`config.mk`:
```
export PLATFORM = sky130hd
export DESIGN_NAME = anabellek_hakemi
export DESIGN_NICKNAME = d
export VERILOG_FILES = /design/src/rtl/anabellek_hakemi_pkg.sv /design/src/rtl/anabellek_hakemi.sv
export SDC_FILE = /design/constraint.sdc
export NUM_CORES = 1
export LEC_CHECK = 0
export BUFFER_PORTS_ARGS = -buffer_cell sky130_fd_sc_hd__buf_2
export CAP_MARGIN = 30
export CORE_AREA = 2 2 312 314
export DETAILED_ROUTE_END_ITERATION = 16
export DIE_AREA = 0 0 314 316
export GPL_TIMING_DRIVEN = 0
export PLACE_DENSITY = 0.46
export SETUP_SLACK_MARGIN = 0.05
export SLEW_MARGIN = 20
export SYNTH_ARGS = -nofsm -noshare
export SYNTH_HDL_FRONTEND = slang
export SYNTH_SLANG_ARGS = --single-unit
```
`constraint.sdc`:
```
create_clock -name clk_i -period 2.7 [get_ports clk_i]
set_input_delay 0.54 -clock clk_i [delete_from_list [all_inputs] [get_ports clk_i]]
set_output_delay 0.54 -clock clk_i [all_outputs]
set_load 0.01 [all_outputs]
```
`src/rtl/anabellek_hakemi_pkg.sv`:
```
// Shared types and constants for the main-memory arbiter.
//   hakem_durum_t       : arbiter FSM states
//   istekci_t           : requester identity (instruction / data L1)
//   ANABELLEK_BASLANGIC : CPU-visible base of main memory
package anabellek_hakemi_pkg;

  typedef enum logic [1:0] {
    BOSTA = 2'd0,  // idle, evaluating requests
    ISTEK = 2'd1,  // request on memory port, waiting for grant
    BEKLE = 2'd2,  // granted, waiting for response
    YANIT = 2'd3   // completion pulse to the winner
  } hakem_durum_t;

  typedef enum logic {
    L1B = 1'b0,    // instruction cache controller
    L1V = 1'b1     // data cache controller
  } istekci_t;

  localparam logic [31:0] ANABELLEK_BASLANGIC = 32'h8000_0000;

endpackage

```
`src/rtl/anabellek_hakemi.sv`:
```
// Round-robin arbiter for the single main-memory port, shared between the
// L1 instruction cache (fills only) and the L1 data cache (fills and
// write-backs). One transaction is outstanding at a time; a watchdog
// completes hung transactions with zero data and raises a sticky error.
//
// Ports:
//   clk_i, rstn_i             clock, async active-low reset
//   l1b_istek_i/adres_i       instruction fill request and address
//   l1b_veri_o/hazir_o        returned line, one-cycle completion pulse
//   l1v_istek_i/yaz_i/adres_i data request, write-back flag, address
//   l1v_veri_i                write-back data
//   l1v_veri_o/hazir_o        returned line, one-cycle completion pulse
//   mem_req_o/gnt_i           memory request handshake
//   mem_addr_o/we_o/wdata_o/wstrb_o  translated request
//   mem_rdata_i/rvalid_i      memory response (reads and writes)
//   hata_o/hata_adres_o       sticky timeout flag, first timed-out address
module anabellek_hakemi
  import anabellek_hakemi_pkg::*;
#(
  parameter int unsigned                 ADRES_GENISLIGI    = 32,
  parameter int unsigned                 VERI_GENISLIGI     = 128,
  parameter logic [ADRES_GENISLIGI-1:0]  BELLEK_TABAN       = ADRES_GENISLIGI'(ANABELLEK_BASLANGIC),
  parameter int unsigned                 ZAMAN_ASIMI_CEVRIM = 1024
) (
  input  logic                          clk_i,
  input  logic                          rstn_i,

  input  logic                          l1b_istek_i,
  input  logic [ADRES_GENISLIGI-1:0]    l1b_adres_i,
  output logic [VERI_GENISLIGI-1:0]     l1b_veri_o,
  output logic                          l1b_hazir_o,

  input  logic                          l1v_istek_i,
  input  logic                          l1v_yaz_i,
  input  logic [ADRES_GENISLIGI-1:0]    l1v_adres_i,
  input  logic [VERI_GENISLIGI-1:0]     l1v_veri_i,
  output logic [VERI_GENISLIGI-1:0]     l1v_veri_o,
  output logic                          l1v_hazir_o,

  output logic                          mem_req_o,
  input  logic                          mem_gnt_i,
  output logic [ADRES_GENISLIGI-1:0]    mem_addr_o,
  output logic                          mem_we_o,
  output logic [VERI_GENISLIGI-1:0]     mem_wdata_o,
  output logic [VERI_GENISLIGI/8-1:0]   mem_wstrb_o,
  input  logic [VERI_GENISLIGI-1:0]     mem_rdata_i,
  input  logic                          mem_rvalid_i,

  output logic                          hata_o,
  output logic [ADRES_GENISLIGI-1:0]    hata_adres_o
);

  localparam int unsigned            SAYAC_W   = $clog2(ZAMAN_ASIMI_CEVRIM);
  localparam logic [SAYAC_W-1:0]     SAYAC_SON = SAYAC_W'(ZAMAN_ASIMI_CEVRIM - 1);

  hakem_durum_t                  durum_q, durum_d;
  istekci_t                      son_kazanan_q, son_kazanan_d;
  istekci_t                      kazanan_q, kazanan_d;
  logic [ADRES_GENISLIGI-1:0]    adres_q, adres_d;       // untranslated, line aligned
  logic [SAYAC_W-1:0]            sayac_q, sayac_d;
  logic                          mem_req_q, mem_req_d;
  logic [ADRES_GENISLIGI-1:0]    mem_addr_q, mem_addr_d;
  logic                          mem_we_q, mem_we_d;
  logic [VERI_GENISLIGI/8-1:0]   mem_wstrb_q, mem_wstrb_d;
  logic [VERI_GENISLIGI-1:0]     mem_wdata_q, mem_wdata_d;
  logic [VERI_GENISLIGI-1:0]     l1b_veri_q, l1b_veri_d;
  logic                          l1b_hazir_q, l1b_hazir_d;
  logic [VERI_GENISLIGI-1:0]     l1v_veri_q, l1v_veri_d;
  logic                          l1v_hazir_q, l1v_hazir_d;
  logic                          hata_q, hata_d;
  logic [ADRES_GENISLIGI-1:0]    hata_adres_q, hata_adres_d;

  // Winner selection and the request it would launch from BOSTA.
  istekci_t                      secilen;
  logic [ADRES_GENISLIGI-1:0]    secilen_adres;
  logic                          secilen_yaz;

  // Completion of the current transaction (normal or watchdog).
  logic                          bitir;
  logic                          zaman_asimi;
  logic [VERI_GENISLIGI-1:0]     bitir_veri;

  always_comb begin
    secilen = L1B;
    if (l1b_istek_i && l1v_istek_i) begin
      // Tie: whoever did not win last time goes first.
      secilen = (son_kazanan_q == L1B) ? L1V : L1B;
    end else if (l1v_istek_i) begin
      secilen = L1V;
    end
    secilen_adres = (secilen == L1B) ? l1b_adres_i : l1v_adres_i;
    secilen_adres[3:0] = 4'h0;
    secilen_yaz = (secilen == L1V) && l1v_yaz_i;
  end

  always_comb begin
    durum_d       = durum_q;
    son_kazanan_d = son_kazanan_q;
    kazanan_d     = kazanan_q;
    adres_d       = adres_q;
    sayac_d       = sayac_q;
    mem_req_d     = mem_req_q;
    mem_addr_d    = mem_addr_q;
    mem_we_d      = mem_we_q;
    mem_wstrb_d   = mem_wstrb_q;
    mem_wdata_d   = mem_wdata_q;
    l1b_veri_d    = l1b_veri_q;
    l1v_veri_d    = l1v_veri_q;
    l1b_hazir_d   = 1'b0;
    l1v_hazir_d   = 1'b0;
    hata_d        = hata_q;
    hata_adres_d  = hata_adres_q;
    bitir         = 1'b0;
    zaman_asimi   = 1'b0;
    bitir_veri    = '0;

    unique case (durum_q)
      BOSTA: begin
        if (l1b_istek_i || l1v_istek_i) begin
          son_kazanan_d = secilen;
          kazanan_d     = secilen;
          adres_d       = secilen_adres;
          sayac_d       = '0;
          mem_req_d     = 1'b1;
          mem_addr_d    = secilen_adres - BELLEK_TABAN;
          mem_we_d      = secilen_yaz;
          mem_wstrb_d   = secilen_yaz ? '1 : '0;
          mem_wdata_d   = (secilen == L1V) ? l1v_veri_i : '0;
          durum_d       = ISTEK;
        end
      end

      ISTEK: begin
        sayac_d = sayac_q + 1'b1;
        if (mem_gnt_i) begin
          mem_req_d = 1'b0;
          if (mem_rvalid_i) begin
            bitir      = 1'b1;
            bitir_veri = mem_we_q ? '0 : mem_rdata_i;
          end else begin
            durum_d = BEKLE;
          end
        end else if (sayac_q == SAYAC_SON) begin
          mem_req_d   = 1'b0;
          zaman_asimi = 1'b1;
          bitir       = 1'b1;
        end
      end

      BEKLE: begin
        sayac_d = sayac_q + 1'b1;
        // A response arriving on the last watchdog cycle still counts.
        if (mem_rvalid_i) begin
          bitir      = 1'b1;
          bitir_veri = mem_we_q ? '0 : mem_rdata_i;
        end else if (sayac_q == SAYAC_SON) begin
          zaman_asimi = 1'b1;
          bitir       = 1'b1;
        end
      end

      YANIT: begin
        durum_d = BOSTA;
      end
    endcase

    if (bitir) begin
      durum_d = YANIT;
      if (kazanan_q == L1B) begin
        l1b_hazir_d = 1'b1;
        l1b_veri_d  = bitir_veri;
      end else begin
        l1v_hazir_d = 1'b1;
        l1v_veri_d  = bitir_veri;
      end
    end

    // Only the first timeout is recorded.
    if (zaman_asimi && !hata_q) begin
      hata_d       = 1'b1;
      hata_adres_d = adres_q;
    end
  end

  always_ff @(posedge clk_i or negedge rstn_i) begin
    if (!rstn_i) begin
      durum_q       <= BOSTA;
      son_kazanan_q <= L1V;   // so L1B wins the first tie
      kazanan_q     <= L1B;
      adres_q       <= '0;
      sayac_q       <= '0;
      mem_req_q     <= 1'b0;
      mem_addr_q    <= '0;
      mem_we_q      <= 1'b0;
      mem_wstrb_q   <= '0;
      mem_wdata_q   <= '0;
      l1b_veri_q    <= '0;
      l1b_hazir_q   <= 1'b0;
      l1v_veri_q    <= '0;
      l1v_hazir_q   <= 1'b0;
      hata_q        <= 1'b0;
      hata_adres_q  <= '0;
    end else begin
      durum_q       <= durum_d;
      son_kazanan_q <= son_kazanan_d;
      kazanan_q     <= kazanan_d;
      adres_q       <= adres_d;
      sayac_q       <= sayac_d;
      mem_req_q     <= mem_req_d;
      mem_addr_q    <= mem_addr_d;
      mem_we_q      <= mem_we_d;
      mem_wstrb_q   <= mem_wstrb_d;
      mem_wdata_q   <= mem_wdata_d;
      l1b_veri_q    <= l1b_veri_d;
      l1b_hazir_q   <= l1b_hazir_d;
      l1v_veri_q    <= l1v_veri_d;
      l1v_hazir_q   <= l1v_hazir_d;
      hata_q        <= hata_d;
      hata_adres_q  <= hata_adres_d;
    end
  end

  assign l1b_veri_o   = l1b_veri_q;
  assign l1b_hazir_o  = l1b_hazir_q;
  assign l1v_veri_o   = l1v_veri_q;
  assign l1v_hazir_o  = l1v_hazir_q;
  assign mem_req_o    = mem_req_q;
  assign mem_addr_o   = mem_addr_q;
  assign mem_we_o     = mem_we_q;
  assign mem_wstrb_o  = mem_wstrb_q;
  assign mem_wdata_o  = mem_wdata_q;
  assign hata_o       = hata_q;
  assign hata_adres_o = hata_adres_q;

endmodule

```
Yosys cells after proc, flatten, opt, wreduce, memory -nomap -nowiden
Index checks and enable logic that the tools add are counted.

storage, ports and cells
  bits in registers = 507
  bits of input ports = 327
  output and inout bits = 469
  word-level logic and storage cells = 77

cells by class
  add/subtract/negate cells = 2
  equality and inequality tests = 9
  muxes and demuxes = 33
  bitwise operators = 1
  reduce and logical (&&, ||, !) cells = 16

operators by type and width
  kind                      count
  $mux W128                 4
  $pmux W128 S2             1
  $mux W32                  1
  $sub A32 B32 Y32 const B  1
  $pmux W10 S2              1
  $mux W1                   16
  $mux W16                  1
  $ne A3 B3 Y1 const B      4
  $add A10 B1 Y10 const B   1
  $eq A10 B10 Y1 const B    1
  $mux W10                  1
  $mux W2                   4
  $reduce_and A2 Y1         4
  $pmux W1 S2               3
  $pmux W2 S3               1
  $eq A2 B2 Y1 const B      2
  $reduce_and A4 Y1         1
  $reduce_bool A2 Y1        2
  $reduce_bool A4 Y1        1
  $logic_and A1 B1 Y1       3
  $reduce_and A3 Y1         1
  $eq A2 B1 Y1 const B      1
  $logic_not A2 Y1          1
  $ne A2 B2 Y1 const B      1
  other kinds (4)           4

Logic depth before layout (Yosys ltp)
  word-level depth = 6
  mapped depth = 9
  mapped depth without buffers = 6

Least setup slack after synthesis
No wires, ideal clock.

  path type = reg2reg
  start point = reg durum_q[1]
  end point = reg l1b_veri_q[100] (netlist: l1b_veri_o[100])
  setup time = 0.125 ns
  arrival time = 2.066 ns
  data required time = 2.575 ns
  slack = 0.509 ns
  stages on the path, launching flop included = 9
  path buffers = 2
  period minus slack after synthesis = 2.191 ns
  path through = dfrtp_1 inv_1 ha_1 nand3_1 o31a_1 nor4b_4 buf_12 buf_12 mux2_4

on the way
  word-level cells in the longest chain between the ends = 3
  elaborated cells between the ends (all ways) = 5
  classes of those cells = eq/ne (2); mux (2); reduce/logical (1)

ends and longest elaborated chain
  what                                          RTL line                 source
  start: declaration                            anabellek_hakemi.sv:56   hakem_durum_t durum_q, durum_d;
  start signal: assignment                      anabellek_hakemi.sv:204  durum_q <= durum_d;
  $eq A2 B2 Y1 or $eq A2 B1 Y1 (tied branches)  anabellek_hakemi.sv:117  unique case (durum_q)
  $pmux W1 S2                                   anabellek_hakemi.sv:117
  $reduce_and A2 Y1 (no source line)            n/a
  end signal: assignment                        anabellek_hakemi.sv:214  l1b_veri_q <= l1b_veri_d;
  end: declaration                              anabellek_hakemi.sv:66   logic [VERI_GENISLIGI-1:0] l1b_veri_q, l1b_veri_d;

Several ways; a longest one is shown, not always the timed one.
A chain may end at the register's enable or synchronous reset.

Final worst setup path
  start point = reg durum_q[1]
  end point = reg l1v_veri_q[51] (netlist: l1v_veri_o[51])

on the way
  word-level cells in the longest chain between the ends = 3
  elaborated cells between the ends (all ways) = 5
  classes of those cells = eq/ne (2); mux (2); reduce/logical (1)

ends and longest elaborated chain
  what                                          RTL line                 source
  $eq A2 B2 Y1 or $eq A2 B1 Y1 (tied branches)  anabellek_hakemi.sv:117
  $pmux W1 S2                                   anabellek_hakemi.sv:117
  $reduce_and A2 Y1 (no source line)            n/a
  end signal: assignment                        anabellek_hakemi.sv:216  l1v_veri_q <= l1v_veri_d;
  end: declaration                              anabellek_hakemi.sv:68   logic [VERI_GENISLIGI-1:0] l1v_veri_q, l1v_veri_d;

Several ways; a longest one is shown, not always the timed one.

==> run_results.csv <==
group,metric,value,unit
clocking,cts_made_buffers,54,
route,first_iter_violations,563,
floorplan,fp.coreArea,0.0960,mm²
synth,syn_area,0.0191,mm²
power,p_sw_share,34.5,%
route,wl_per_cell,19.3,µm
route,drt_wl_total,67200,µm
floorplan,die_area,0.0992,mm²
synth,synthArstFlopShare,100,%
clocking,tritoncts,"yes",
worst_setup_path,r2r_cells,8,
floorplan,die_w,314,µm
synth,syn-instance-count,1309,
place,pre_cts_ws,-0.864,ns
power,p_switching,0.0101,W
global_route,grt_first_pass_wirelength,98300,µm
final_layout,nFillCells,10002,
timing,rsz0062_at_grt,"true",
worst_setup_path,start_kind,"flip-flop",
route,drc,0,
final_layout,final_cell_mix,"buf_2, dfrtp_1, mux2_2",
power,finalPower,0.0292,W
floorplan,die-height,316,µm
clocking,clk_pin_slew,0.06,ns
worst_hold_path,hp-class,"input pin to flip-flop",
final_layout,drive_gt1_share,56.9,%
synth,ys_seq_area_share,60.2,%
clocking,cts_max_level,2,
timing,drv_slew,0,
final_layout,layout_commonest_cell,"buf_2",
power,p_seq_share,37.2,%
outcome,status,"finished, final reports clean",
worst_hold_path,min_from,"l1v_veri_i[47]",
clocking,cts.sinks,460,
timing,fin_crit_sh,93.9,%
place,dp_cells,3377,
route,drtAntennaViolNets,0,
synth,ys_warn_count,0,
final_layout,final_nets,2490,
global_route,grt_util_all_layers,13.0,%
floorplan,start_util,19.9,%
synth,synth_edf_count,0,
worst_setup_path,crit_arrival,3.03,ns
route,firstDrtPassIters,5,
power,p_per_area,1090,mW/mm²
worst_setup_path,worstSetupPathType,"flip-flop to flip-flop",
place,globalplace.congestion,0.861,
final_layout,stdcell_count,3484,
run,cap_violations,0,
timing,max_freq,395,MHz
synth,synth-seq-cells,460,
route,viasPerCell,4.02,
timing,clock_skew,0.0258,ns
timing,finalHoldViolations,0,
synth,postSynthAreaPerCell,14.6,µm²
global_route,gr-total-overflow,0,
worst_setup_path,critPathLaunch,"durum_q[1]$_DFFE_PN0P_",
power,combPwrFrac,37.3,%
power,p_leak,14.4,nW
timing,relSlewSlack,47.5,%
synth,ys_types,47,
timing,setup_ws,0.165,ns
route,vias,14001,
power,p_int,0.0191,W
timing,final-setup-viol-count,0,
timing,finalCriticalPeriod,2.53,ns
worst_setup_path,crit_path_end_kind,"flip-flop",
place,hpwl,52400,µm
global_route,antenna_found_initial,16,
clocking,cts_buffer_depth,3,
global_route,grt_max_degree,99,
worst_setup_path,cp_max_fo,10,
final_layout,areaGrowthSynthToFinish,39.8,%
floorplan,rows,114,
power,clkPwrFrac,25.5,%
place,io_buffers,779,
synth,synthFlopType,"dfrtp_1",
worst_setup_path,required,3.19,ns
worst_hold_path,hold_depth,2,
global_route,grt_pass1_vias,15196,
clocking,insertion_delay,0.62,ns
worst_setup_path,crit-reg2reg-launch,"durum_q[1]$_DFFE_PN0P_",
clocking,cts_root_buffer,"clkbuf_16",
floorplan,ios,796,
timing,worst_pin_slew,0.788,ns
power,vdd_drop_max,0.000545,V
-- logic make-up after synthesis --
family          Yosys count  share of synthesized area [%]
flops                   460                           60.2
mux                     313                           20.2
simple gates            199                           6.14
compound gates          188                           7.73
buf+inv                 141                           5.29
fa+ha+maj                 5                          0.327
xor+xnor                  2                         0.0916
other cells               1                         0.0196
-- routing by layer --
metal | vias up | share of wire (%) | global-route usage, %
met4 | 10 | 2.9 | 4.83
met5 | - | 0.086 | 0
met1 | 7085 | 39 | 15.1
met3 | 106 | 6.9 | 3.86
li1 | 6292 | - | -
met2 | 508 | 51 | 22.7
-- power by group through the flow --
| stage | registers, W | clock network (W) | logic (W) |
|---|---|---|---|
| final | 0.0109 | 0.00744 | 0.0109 |
| after CTS | 0.0109 | 0.00771 | 0.0111 |
| after floorplan | 0.0117 | 0 | 0.00512 |
| after global routing | 0.0112 | 0.00804 | 0.0118 |
| after detailed placement | 0.0109 | 0 | 0.0111 |
| after global placement | 0.0109 | 0 | 0.0109 |
-- cells in the mapped netlist, types with 7 or more instances --
cell type | instances | area share, %
dfrtp_1 | 459 | 60
mux2_2 | 166 | 9.8
and2_1 | 132 | 4.3
a22o_1 | 130 | 6.0
mux2_4 | 100 | 7.9
buf_4 | 55 | 2.2
clkbuf_1 | 49 | 0.96
nand2_1 | 37 | 0.73
o21ai_0 | 35 | 0.92
mux2i_1 | 28 | 1.5
mux2_1 | 19 | 1.1
buf_6 | 12 | 0.71
buf_12 | 11 | 1.2
a21oi_1 | 7 | 0.18
-- metrics by stage --
step / setup TNS, ns / util [%] / hold WS, ns / cell area [µm²]
after floorplan: 0 / - / 0.244 / 19200
after global placement: -3989.78 / 25.7 / 0.465 / 24600
after detailed placement: -167.53 / 25.8 / 0.472 / 24800
after CTS: 0 / 27.8 / 0.0672 / 26700
after global routing: 0 / 27.8 / 0.0807 / 26700
final: 0 / 27.8 / 0.128 / 26700
-- critical path, cell delays in order (launching register included) --
cell      delay, ns
dfrtp_1        0.42
inv_1          0.11
ha_2           0.25
nand3_1        0.08
o31a_1         0.31
and4bb_4       0.43
buf_8          0.22
buf_6          0.21
mux2_2         0.34
-- worst paths after layout --
path,endpoint,slack [ns]
min in group asynchronous,l1v_veri_o[58]$_DFFE_PN0P_,0.44
max reg2reg,l1v_veri_o[51]$_DFFE_PN0P_,0.17
min reg2reg,l1v_veri_o[22]$_DFFE_PN0P_,0.48
max,l1v_veri_o[51]$_DFFE_PN0P_,0.17
min,mem_wdata_o[47]$_DFFE_PN0P_,0.13
max in group asynchronous,mem_wdata_o[119]$_DFFE_PN0P_,0.51
-- registers in the layout (all words and copies together), names as in the netlist --
signal / flops
mem_addr_o: 1
l1v_veri_o: 128
durum_q: 2
l1v_hazir_o: 1
mem_wdata_o: 128
mem_req_o: 1
adres_q: 28
l1b_hazir_o: 1
mem_wstrb_o: 1
son_kazanan_q: 1
l1b_veri_o: 128
hata_adres_o: 28
sayac_q: 10
kazanan_q: 1
hata_o: 1
-- final cells by class --
type                            count  area [µm²]  area share [%]
Antenna cell                       11        27.5           0.103
Buffer                            135        1030            3.87
Clock buffer                       74        1520            5.68
Multi-Input combinational cell    715        6650            24.9
Sequential cell                   460       11500            43.1
Timing Repair Buffer              787        4090            15.3
Tap cell                         1276        1600            5.97
Inverter                            5        18.8          0.0702
Clock inverter                     21         283            1.06
-- repair_timing --
action	in CTS	in global routing
setup buffers	1	0
endpoints found under the setup margin	310	295
hold endpoints to repair	57	0
hold buffers	1	0
pin swaps	1	2
gates resized for setup	19	18
Power figures use the tool's default switching activity.
